File: config.mk
export PLATFORM = sky130hd
export DESIGN_NAME = mask_engine_mc_flat
export DESIGN_NICKNAME = d
export VERILOG_FILES = /design/src/rtl/mask_engine_mc_pkg.sv /design/src/rtl/mask_engine_mc_if.sv /design/src/rtl/mask_slot_select.sv /design/src/rtl/mask_engine_mc.sv /design/src/flat_wrapper.sv
export SDC_FILE = /design/constraint.sdc
export NUM_CORES = 1
export LEC_CHECK = 0
export ABC_AREA = 1
export BUFFER_PORTS_ARGS = -buffer_cell sky130_fd_sc_hd__buf_2
export CAP_MARGIN = 5
export CORE_UTILIZATION = 45
export CTS_CLUSTER_DIAMETER = 50
export CTS_CLUSTER_SIZE = 25
export DETAILED_ROUTE_END_ITERATION = 10
export HOLD_SLACK_MARGIN = 0.08
export PLACE_DENSITY = 0.72
export RECOVER_POWER = 50
export SETUP_SLACK_MARGIN = 0.15
export SLEW_MARGIN = 10
export SYNTH_ARGS = -nofsm -noshare
export SYNTH_HDL_FRONTEND = slang
export SYNTH_SLANG_ARGS = --single-unit
File: constraint.sdc
create_clock -name clk -period 1.7 [get_ports clk]
set_input_delay 0.085 -clock clk [delete_from_list [all_inputs] [get_ports clk]]
set_output_delay 0.085 -clock clk [all_outputs]
set_load 0.01 [all_outputs]
File: src/rtl/mask_engine_mc_pkg.sv
// Shared encodings for the mask engine: entry status values, FSM states and
// the per-entry segment width derivation.
package tcam_pkg;

    localparam logic [1:0] ST_VALID = 2'b01;

    typedef enum logic [1:0] {
        S_IDLE    = 2'd0,
        S_COLLECT = 2'd1,
        S_DRAIN   = 2'd2,
        S_RESULT  = 2'd3
    } state_e;

    // Entry layout is status, ID, MASK, KEY, PRIO with PRIO as wide as ID.
    function automatic int seg_width(input int kwid, input int idwid, input int maskwid);
        return 2 + idwid + maskwid + kwid + idwid;
    endfunction

endpackage

File: src/rtl/mask_engine_mc_if.sv
// Search-beat input and result handshake bundle of the mask engine.
interface mask_engine_mc_if
    import tcam_pkg::*;
#(
    parameter int KWID    = 10,
    parameter int IDWID   = 2,
    parameter int MASKWID = 5,
    parameter int NSLOT   = 2,
    parameter int CNTWID  = 4
) ();
    localparam int SEGWID = seg_width(KWID, IDWID, MASKWID);

    logic [NSLOT*SEGWID-1:0] i_sdram_readdata;
    logic [KWID-1:0]         i_search_key;
    logic                    i_cntl_s0_searchdatavalid;
    logic                    i_segment_complete;
    logic                    i_result_ready;
    logic [IDWID-1:0]        o_id;
    logic [MASKWID-1:0]      o_maskid;
    logic [KWID-1:0]         o_confirm_key;
    logic [IDWID-1:0]        o_priority;
    logic [CNTWID-1:0]       o_hit_count;
    logic                    o_result_valid;
    logic                    o_mask_complete;
    logic                    o_drop;

    modport slave (
        input  i_sdram_readdata, i_search_key, i_cntl_s0_searchdatavalid,
               i_segment_complete, i_result_ready,
        output o_id, o_maskid, o_confirm_key, o_priority, o_hit_count,
               o_result_valid, o_mask_complete, o_drop
    );

    modport master (
        output i_sdram_readdata, i_search_key, i_cntl_s0_searchdatavalid,
               i_segment_complete, i_result_ready,
        input  o_id, o_maskid, o_confirm_key, o_priority, o_hit_count,
               o_result_valid, o_mask_complete, o_drop
    );

endinterface

File: src/rtl/mask_slot_select.sv
// Combinational qualify and minimum-priority pick across the slots of one beat;
// equal priorities resolve to the lowest slot index.
module mask_slot_select
    import tcam_pkg::*;
#(
    parameter int KWID       = 10,
    parameter int IDWID      = 2,
    parameter int MASKWID    = 5,
    parameter int NSLOT      = 2,
    parameter int CONFIRM_EN = 1,
    localparam int SEGWID    = seg_width(KWID, IDWID, MASKWID)
) (
    input  logic [NSLOT*SEGWID-1:0] i_beat,
    input  logic [KWID-1:0]         i_search_key,
    output logic                    o_hit,
    output logic [IDWID-1:0]        o_id,
    output logic [MASKWID-1:0]      o_mask,
    output logic [KWID-1:0]         o_key,
    output logic [IDWID-1:0]        o_prio,
    output logic [3:0]              o_count
);
    localparam int PRIOWID = IDWID;

    // Scan slots upward, replacing only on strictly smaller priority.
    always_comb begin
        logic [SEGWID-1:0] seg;
        logic              qual;
        o_hit   = 1'b0;
        o_id    = '0;
        o_mask  = '0;
        o_key   = '0;
        o_prio  = '0;
        o_count = 4'd0;
        seg     = '0;
        qual    = 1'b0;
        for (int s = 0; s < NSLOT; s++) begin
            seg  = i_beat[s*SEGWID +: SEGWID];
            qual = (seg[SEGWID-1 -: 2] == ST_VALID) &&
                   ((CONFIRM_EN == 0) || (seg[PRIOWID +: KWID] == i_search_key));
            if (qual) begin
                o_count = o_count + 4'd1;
                if (!o_hit || (seg[PRIOWID-1:0] < o_prio)) begin
                    o_hit  = 1'b1;
                    o_id   = seg[PRIOWID+KWID+MASKWID +: IDWID];
                    o_mask = seg[PRIOWID+KWID +: MASKWID];
                    o_key  = seg[PRIOWID +: KWID];
                    o_prio = seg[PRIOWID-1:0];
                end else begin
                    o_hit = 1'b1;
                end
            end else begin
                qual = 1'b0;
            end
        end
    end

endmodule

File: src/rtl/mask_engine_mc.sv
// Segment-level mask resolver: two-stage best-priority pipeline, saturating hit
// counter and a result handshake FSM.
module mask_engine_mc
    import tcam_pkg::*;
#(
    parameter int DATA_BITS  = 10,
    parameter int IDWID      = 2,
    parameter int MASKWID    = 5,
    parameter int NSLOT      = 2,
    parameter int CONFIRM_EN = 1,
    parameter int CNTWID     = 4
) (
    input logic             clk,
    input logic             reset,
    mask_engine_mc_if.slave bus
);
    localparam int KWID = DATA_BITS;
    localparam int CW   = CNTWID + 4;
    localparam logic [CW-1:0] CNT_MAX = CW'({CNTWID{1'b1}});

    state_e               state_q, state_d;
    logic                 drain_q, drain_d, seg_q, edge_s, beat_s, open_s;
    logic                 s1_valid_q, s1_valid_d, s1_hit_q, s1_hit_d;
    logic [IDWID-1:0]     s1_id_q, s1_id_d, s1_prio_q, s1_prio_d;
    logic [MASKWID-1:0]   s1_mask_q, s1_mask_d;
    logic [KWID-1:0]      s1_key_q, s1_key_d;
    logic [3:0]           s1_cnt_q, s1_cnt_d;
    logic                 best_valid_q, best_valid_d;
    logic [IDWID-1:0]     best_id_q, best_id_d, best_prio_q, best_prio_d;
    logic [MASKWID-1:0]   best_mask_q, best_mask_d;
    logic [KWID-1:0]      best_key_q, best_key_d;
    logic [CNTWID-1:0]    cnt_q, cnt_d;
    logic [CW-1:0]        cnt_sum_s;
    logic [IDWID-1:0]     o_id_q, o_id_d, o_prio_q, o_prio_d;
    logic [MASKWID-1:0]   o_mask_q, o_mask_d;
    logic [KWID-1:0]      o_key_q, o_key_d;
    logic [CNTWID-1:0]    o_cnt_q, o_cnt_d;
    logic                 o_valid_q, o_valid_d, o_drop_q, o_drop_d;
    logic                 sel_hit_s;
    logic [IDWID-1:0]     sel_id_s, sel_prio_s;
    logic [MASKWID-1:0]   sel_mask_s;
    logic [KWID-1:0]      sel_key_s;
    logic [3:0]           sel_cnt_s;

    mask_slot_select #(
        .KWID(KWID), .IDWID(IDWID), .MASKWID(MASKWID), .NSLOT(NSLOT), .CONFIRM_EN(CONFIRM_EN)
    ) u_sel (
        .i_beat(bus.i_sdram_readdata), .i_search_key(bus.i_search_key),
        .o_hit(sel_hit_s), .o_id(sel_id_s), .o_mask(sel_mask_s), .o_key(sel_key_s),
        .o_prio(sel_prio_s), .o_count(sel_cnt_s)
    );

    assign edge_s = bus.i_segment_complete & ~seg_q;
    assign beat_s = bus.i_cntl_s0_searchdatavalid;
    assign open_s = (state_q == S_IDLE) || (state_q == S_COLLECT);

    // Pipeline stages, FSM next state and registered output values.
    always_comb begin
        state_d      = state_q;
        drain_d      = drain_q;
        s1_valid_d   = beat_s && open_s;
        s1_hit_d     = sel_hit_s;
        s1_id_d      = sel_id_s;
        s1_mask_d    = sel_mask_s;
        s1_key_d     = sel_key_s;
        s1_prio_d    = sel_prio_s;
        s1_cnt_d     = sel_cnt_s;
        best_valid_d = best_valid_q;
        best_id_d    = best_id_q;
        best_mask_d  = best_mask_q;
        best_key_d   = best_key_q;
        best_prio_d  = best_prio_q;
        cnt_d        = cnt_q;
        o_id_d       = o_id_q;
        o_mask_d     = o_mask_q;
        o_key_d      = o_key_q;
        o_prio_d     = o_prio_q;
        o_cnt_d      = o_cnt_q;
        o_valid_d    = o_valid_q;
        o_drop_d     = 1'b0;
        cnt_sum_s    = CW'(cnt_q) + CW'(s1_cnt_q);

        // Earlier beats keep ties: only a strictly smaller priority replaces.
        if (s1_valid_q) begin
            if (s1_hit_q && (!best_valid_q || (s1_prio_q < best_prio_q))) begin
                best_valid_d = 1'b1;
                best_id_d    = s1_id_q;
                best_mask_d  = s1_mask_q;
                best_key_d   = s1_key_q;
                best_prio_d  = s1_prio_q;
            end else begin
                best_valid_d = best_valid_q;
            end
            cnt_d = (cnt_sum_s > CNT_MAX) ? {CNTWID{1'b1}} : cnt_sum_s[CNTWID-1:0];
        end else begin
            cnt_d = cnt_q;
        end

        case (state_q)
            S_IDLE, S_COLLECT: begin
                if (edge_s) begin
                    state_d = S_DRAIN;
                    drain_d = 1'b0;
                end else if (beat_s) begin
                    state_d = S_COLLECT;
                end else begin
                    state_d = state_q;
                end
            end
            S_DRAIN: begin
                o_drop_d = edge_s || beat_s;
                if (drain_q) begin
                    state_d   = S_RESULT;
                    o_id_d    = best_id_q;
                    o_mask_d  = best_mask_q;
                    o_key_d   = best_key_q;
                    o_prio_d  = best_prio_q;
                    o_cnt_d   = cnt_q;
                    o_valid_d = 1'b1;
                end else begin
                    drain_d = 1'b1;
                end
            end
            S_RESULT: begin
                o_drop_d = edge_s || beat_s;
                if (bus.i_result_ready) begin
                    state_d      = S_IDLE;
                    best_valid_d = 1'b0;
                    best_id_d    = '0;
                    best_mask_d  = '0;
                    best_key_d   = '0;
                    best_prio_d  = '0;
                    cnt_d        = '0;
                    o_id_d       = '0;
                    o_mask_d     = '0;
                    o_key_d      = '0;
                    o_prio_d     = '0;
                    o_cnt_d      = '0;
                    o_valid_d    = 1'b0;
                end else begin
                    state_d = S_RESULT;
                end
            end
            default: begin
                state_d = S_IDLE;
            end
        endcase
    end

    // State, pipeline and output registers with synchronous reset.
    always_ff @(posedge clk) begin
        if (reset) begin
            state_q      <= S_IDLE;
            drain_q      <= 1'b0;
            seg_q        <= 1'b0;
            s1_valid_q   <= 1'b0;
            s1_hit_q     <= 1'b0;
            s1_id_q      <= '0;
            s1_mask_q    <= '0;
            s1_key_q     <= '0;
            s1_prio_q    <= '0;
            s1_cnt_q     <= 4'd0;
            best_valid_q <= 1'b0;
            best_id_q    <= '0;
            best_mask_q  <= '0;
            best_key_q   <= '0;
            best_prio_q  <= '0;
            cnt_q        <= '0;
            o_id_q       <= '0;
            o_mask_q     <= '0;
            o_key_q      <= '0;
            o_prio_q     <= '0;
            o_cnt_q      <= '0;
            o_valid_q    <= 1'b0;
            o_drop_q     <= 1'b0;
        end else begin
            state_q      <= state_d;
            drain_q      <= drain_d;
            seg_q        <= bus.i_segment_complete;
            s1_valid_q   <= s1_valid_d;
            s1_hit_q     <= s1_hit_d;
            s1_id_q      <= s1_id_d;
            s1_mask_q    <= s1_mask_d;
            s1_key_q     <= s1_key_d;
            s1_prio_q    <= s1_prio_d;
            s1_cnt_q     <= s1_cnt_d;
            best_valid_q <= best_valid_d;
            best_id_q    <= best_id_d;
            best_mask_q  <= best_mask_d;
            best_key_q   <= best_key_d;
            best_prio_q  <= best_prio_d;
            cnt_q        <= cnt_d;
            o_id_q       <= o_id_d;
            o_mask_q     <= o_mask_d;
            o_key_q      <= o_key_d;
            o_prio_q     <= o_prio_d;
            o_cnt_q      <= o_cnt_d;
            o_valid_q    <= o_valid_d;
            o_drop_q     <= o_drop_d;
        end
    end

    assign bus.o_id            = o_id_q;
    assign bus.o_maskid        = o_mask_q;
    assign bus.o_confirm_key   = o_key_q;
    assign bus.o_priority      = o_prio_q;
    assign bus.o_hit_count     = o_cnt_q;
    assign bus.o_result_valid  = o_valid_q;
    assign bus.o_mask_complete = o_valid_q;
    assign bus.o_drop          = o_drop_q;

endmodule

File: src/flat_wrapper.sv
// flat-port wrapper written by rule: the top's interface ports become plain ports
module mask_engine_mc_flat import tcam_pkg::*;
#(
    parameter int DATA_BITS  = 10,
    parameter int IDWID      = 2,
    parameter int MASKWID    = 5,
    parameter int NSLOT      = 2,
    parameter int CONFIRM_EN = 1,
    parameter int CNTWID     = 4
)
  (clk, reset, bus_i_sdram_readdata, bus_i_search_key, bus_i_cntl_s0_searchdatavalid, bus_i_segment_complete, bus_i_result_ready, bus_o_id, bus_o_maskid, bus_o_confirm_key, bus_o_priority, bus_o_hit_count, bus_o_result_valid, bus_o_mask_complete, bus_o_drop);
  mask_engine_mc_if #(.KWID((10)), .IDWID(IDWID), .MASKWID(MASKWID), .NSLOT(NSLOT), .CNTWID(CNTWID)) bus_i ();
  input logic clk;
  input logic reset;
  input wire logic [$bits(bus_i.i_sdram_readdata)-1:0] bus_i_sdram_readdata;
  input wire logic [$bits(bus_i.i_search_key)-1:0] bus_i_search_key;
  input wire logic [$bits(bus_i.i_cntl_s0_searchdatavalid)-1:0] bus_i_cntl_s0_searchdatavalid;
  input wire logic [$bits(bus_i.i_segment_complete)-1:0] bus_i_segment_complete;
  input wire logic [$bits(bus_i.i_result_ready)-1:0] bus_i_result_ready;
  output wire logic [$bits(bus_i.o_id)-1:0] bus_o_id;
  output wire logic [$bits(bus_i.o_maskid)-1:0] bus_o_maskid;
  output wire logic [$bits(bus_i.o_confirm_key)-1:0] bus_o_confirm_key;
  output wire logic [$bits(bus_i.o_priority)-1:0] bus_o_priority;
  output wire logic [$bits(bus_i.o_hit_count)-1:0] bus_o_hit_count;
  output wire logic [$bits(bus_i.o_result_valid)-1:0] bus_o_result_valid;
  output wire logic [$bits(bus_i.o_mask_complete)-1:0] bus_o_mask_complete;
  output wire logic [$bits(bus_i.o_drop)-1:0] bus_o_drop;
  assign bus_i.i_sdram_readdata = bus_i_sdram_readdata;
  assign bus_i.i_search_key = bus_i_search_key;
  assign bus_i.i_cntl_s0_searchdatavalid = bus_i_cntl_s0_searchdatavalid;
  assign bus_i.i_segment_complete = bus_i_segment_complete;
  assign bus_i.i_result_ready = bus_i_result_ready;
  assign bus_o_id = bus_i.o_id;
  assign bus_o_maskid = bus_i.o_maskid;
  assign bus_o_confirm_key = bus_i.o_confirm_key;
  assign bus_o_priority = bus_i.o_priority;
  assign bus_o_hit_count = bus_i.o_hit_count;
  assign bus_o_result_valid = bus_i.o_result_valid;
  assign bus_o_mask_complete = bus_i.o_mask_complete;
  assign bus_o_drop = bus_i.o_drop;
  mask_engine_mc #(.DATA_BITS(DATA_BITS), .IDWID(IDWID), .MASKWID(MASKWID), .NSLOT(NSLOT), .CONFIRM_EN(CONFIRM_EN), .CNTWID(CNTWID)) u_core (.clk(clk), .reset(reset), .bus(bus_i));
endmodule
==> impl_metrics.tcl <==
set metrics [dict create \
    endpoint_kind "register" \
    period_needed_ps 1630 \
    crit_buf_inv 2 \
    yosysWarnings 0 \
    port_buffers 82 \
    grt_setup_unrepaired "yes" \
    seq_area_frac_synth 0.457 \
    worst_pin_slew_ps 420 \
    max_clock_freq_ghz 0.614 \
    power_frac_comb 0.118 \
    syn_nets 524 \
    p_switching_mw 0.887 \
    setup_violations 0 \
    first_iter_violations 173 \
    die_area_mm2 0.00775 \
    whs_ps 93.6 \
    switching_share 0.249 \
    p_clk_frac 0.374 \
    post_dp_cell_area_mm2 0.00418 \
    antenna_left 0 \
    critPathMaxStageDelay_ps 360 \
    routed_wl_mm 9.62 \
    hold_violations 0 \
    dp.cells 660 \
    first_pass_iters 5 \
    insertedDiodeCount 0 \
    ys_ff_latch 76 \
    hold_depth 3 \
    h-tree-depth 3 \
    fin_cells 725 \
    antenna_found_initial 0 \
    reg2reg_from "u_core.s1_prio_q[1]$_SDFF_PP0_" \
    die_x_um 88.0 \
    wire_per_inst_um 13.3 \
    clk_latency_ps 350 \
    grt_pass1_wl_mm 14.6 \
    area_growth_pct 54.5 \
    fin_crit_sh 0.957 \
    remaining_drc_errors 0 \
    synth_cells 461 \
    path_cells "ha_4 -> a21boi_2 -> o21ai_2 -> nand3_4 -> buf_6 -> buf_16 -> nor2_2 -> a211oi_2" \
    max-vdd-ir-drop_uv 407 \
    path_depth 8 \
    powerDensity_mw_per_mm2 693 \
    hold_path.class "input port to register" \
    cts_tree "yes" \
    grtUsageTotal 0.242 \
    viasPerCell 4.96 \
    cts_buffer_depth 2 \
    required_ps 1930 \
    cp_data_arrival_time_ps 1860 \
    clock_skew_ps 7.12 \
    design_area_mm2 0.00514 \
    std_cell_rows 30 \
    n_fill_cell 540 \
    io-pin-count 83 \
    pwr-share-seq 0.507 \
    slew_headroom 0.720 \
    status "completed" \
    first_global_vias 3202 \
    drive_gt1_frac 0.332 \
    crit_start "u_core.s1_prio_q[1]$_SDFF_PP0_" \
    maxCapViolCount 0 \
    holdCritStartpoint "reset" \
    fp.dieH_um 88.0 \
    root_buffer "clkbuf_8" \
    place_congestion 0.884 \
    dp_hpwl_mm 5.70 \
    syn_area_mm2 0.00333 \
    start_kind "register" \
    start_util 0.477 \
    r2r_cells 8 \
    p_int_mw 2.68 \
    cts_buffers 9 \
    cp_max_fo 11 \
    globalRouteOverflowTotal 0 \
    grt_max_degree 41 \
    cts_sinks 76 \
    syn_area_per_cell_um2 7.22 \
    core_mm2 0.00698 \
    critical-path-top-delay-family "flip-flops" \
    yosysUniqueCellTypes 33 \
    clk_pin_slew_ps 80 \
    crit_type "register to register" \
    slew_violations 0 \
    crit_slowest_cell "dfxtp_4" \
    p_leak_nw 2.32 \
    nNetsFinal 687 \
    via_count 3593 \
]
-- stage by stage --
| stage | TNS (ps) | power [mW] | utilization | setup slack (ps) |
|---|---|---|---|---|
| 6_report | 0 | 3.56 | 0.737 | 72.5 |
| 3_5_place_dp | -2860 | 2.20 | 0.598 | -164 |
| 5_1_grt | -41.4 | 3.70 | 0.737 | -40.0 |
| 2_1_floorplan | 0 | 2.00 | - | 84.9 |
| 3_3_place_gp | -1760 | 2.19 | 0.598 | -110 |
| 4_1_cts | 0 | 3.53 | 0.703 | 114 |
-- registers in the layout (all words and copies together), names as in the netlist, 2 cells and up --
signal / cells
u_core.bus.o_hit_count: 4
u_core.bus.o_confirm_key: 10
u_core.s1_key_q: 10
u_core.bus.o_id: 2
u_core.best_prio_q: 2
u_core.state_q: 2
u_core.s1_prio_q: 2
u_core.best_mask_q: 5
u_core.best_id_q: 2
u_core.cnt_q: 4
u_core.bus.o_priority: 2
u_core.best_key_q: 10
u_core.s1_mask_q: 5
u_core.bus.o_maskid: 5
u_core.s1_id_q: 2
u_core.s1_cnt_q: 2
-- worst register-to-register path, delay by kind of cell (launching register included) --
kind                     cells  cell delay [ps]
AO/OA/AOI/OAI                3              360
adder cells (fa/ha/maj)      1              220
buffers and inverters        2              320
flip-flops                   1              360
AND/OR/NAND/NOR              2              250
-- synthesized netlist by cell type, drive strengths merged --
cell type | number | area share
nand4 | 3 | 0.0056
nand3 | 19 | 0.029
nand3b | 4 | 0.0090
nand2 | 125 | 0.14
clkbuf | 12 | 0.014
nor2 | 78 | 0.088
a311oi | 2 | 0.0053
a211oi | 14 | 0.032
nor4 | 1 | 0.0064
o21ai | 16 | 0.024
o2111a | 1 | 0.0034
o221ai | 1 | 0.0026
clkinv | 1 | 0.0011
buf | 8 | 0.016
ha | 5 | 0.019
nor3b | 1 | 0.0023
o22ai | 15 | 0.028
or2 | 1 | 0.0019
inv | 49 | 0.055
a21boi | 1 | 0.0023
dfxtp | 76 | 0.46
o21bai | 1 | 0.0023
fa | 1 | 0.0060
a21oi | 7 | 0.011
nor3 | 12 | 0.018
xnor2 | 7 | 0.018
-- worst paths after layout --
check	end	slack (ps)
setup / recovery	u_core.best_id_q[1]$_SDFF_PP0_	70
hold / removal	u_core.seg_q$_SDFF_PP0_	90
setup reg to reg	u_core.best_id_q[1]$_SDFF_PP0_	70
hold reg to reg	u_core.bus.o_maskid[0]$_SDFFE_PP0P_	470
-- power by group through the flow --
stage | Clock [mW] | Combinational (mW) | Sequential, mW
floorplan | 0 | 0.159 | 1.85
global placement | 0 | 0.341 | 1.85
detailed placement | 0 | 0.347 | 1.85
CTS | 1.32 | 0.400 | 1.81
global route | 1.43 | 0.461 | 1.81
finish | 1.33 | 0.422 | 1.81
-- logic make-up after synthesis --
family	Yosys count	share of synthesized area
adders and majority gates	6	0.0248
and+or+nand+nor	244	0.304
xor gates and xnor gates	7	0.0184
AOI/OAI and AO/OA	58	0.110
buffers and inverters	70	0.0861
DFF	76	0.457
-- cell usage in the layout, fill, tap and decap left out, types with 16 or more instances in the layout --
cell / netlist / layout
clkbuf_1: 12 / 26
nand2_1: 123 / 111
nand3_1: 19 / 16
inv_1: 46 / 37
nor2_2: 0 / 16
buf_2: 1 / 53
nor2_1: 78 / 52
dlygate4sd3_1: 0 / 29
dfxtp_1: 76 / 74
buf_4: 2 / 48
-- metal layers --
layer,vias up,share of wire,track usage
li1,1810,-,-
met1,1628,0.43,0.300
met2,132,0.50,0.422
met3,23,0.050,0.0434
met4,0,0.021,0.0806
met5,-,0,0
-- cell type report --
cell class / instances / area [um^2] / area share
multi-input cells: 318 / 1880 / 0.365
flip-flops and latches: 76 / 1530 / 0.297
repair buffers: 169 / 1230 / 0.239
inverters: 50 / 200 / 0.0389
clock buffers: 9 / 124 / 0.0241
well taps: 96 / 120 / 0.0233
clock inverters: 7 / 67.6 / 0.0131
-- what timing repair did --
action | CTS | global route
hold buffers | 29 | 0
endpoints found under the setup margin | 19 | 52
pin swaps | 4 | 16
resized for setup | 31 | 56
gates cloned | 2 | 3
buffers inserted | 11 | 4
endpoints found under the hold margin | 21 | 0
Power figures use the tool's default switching activity.
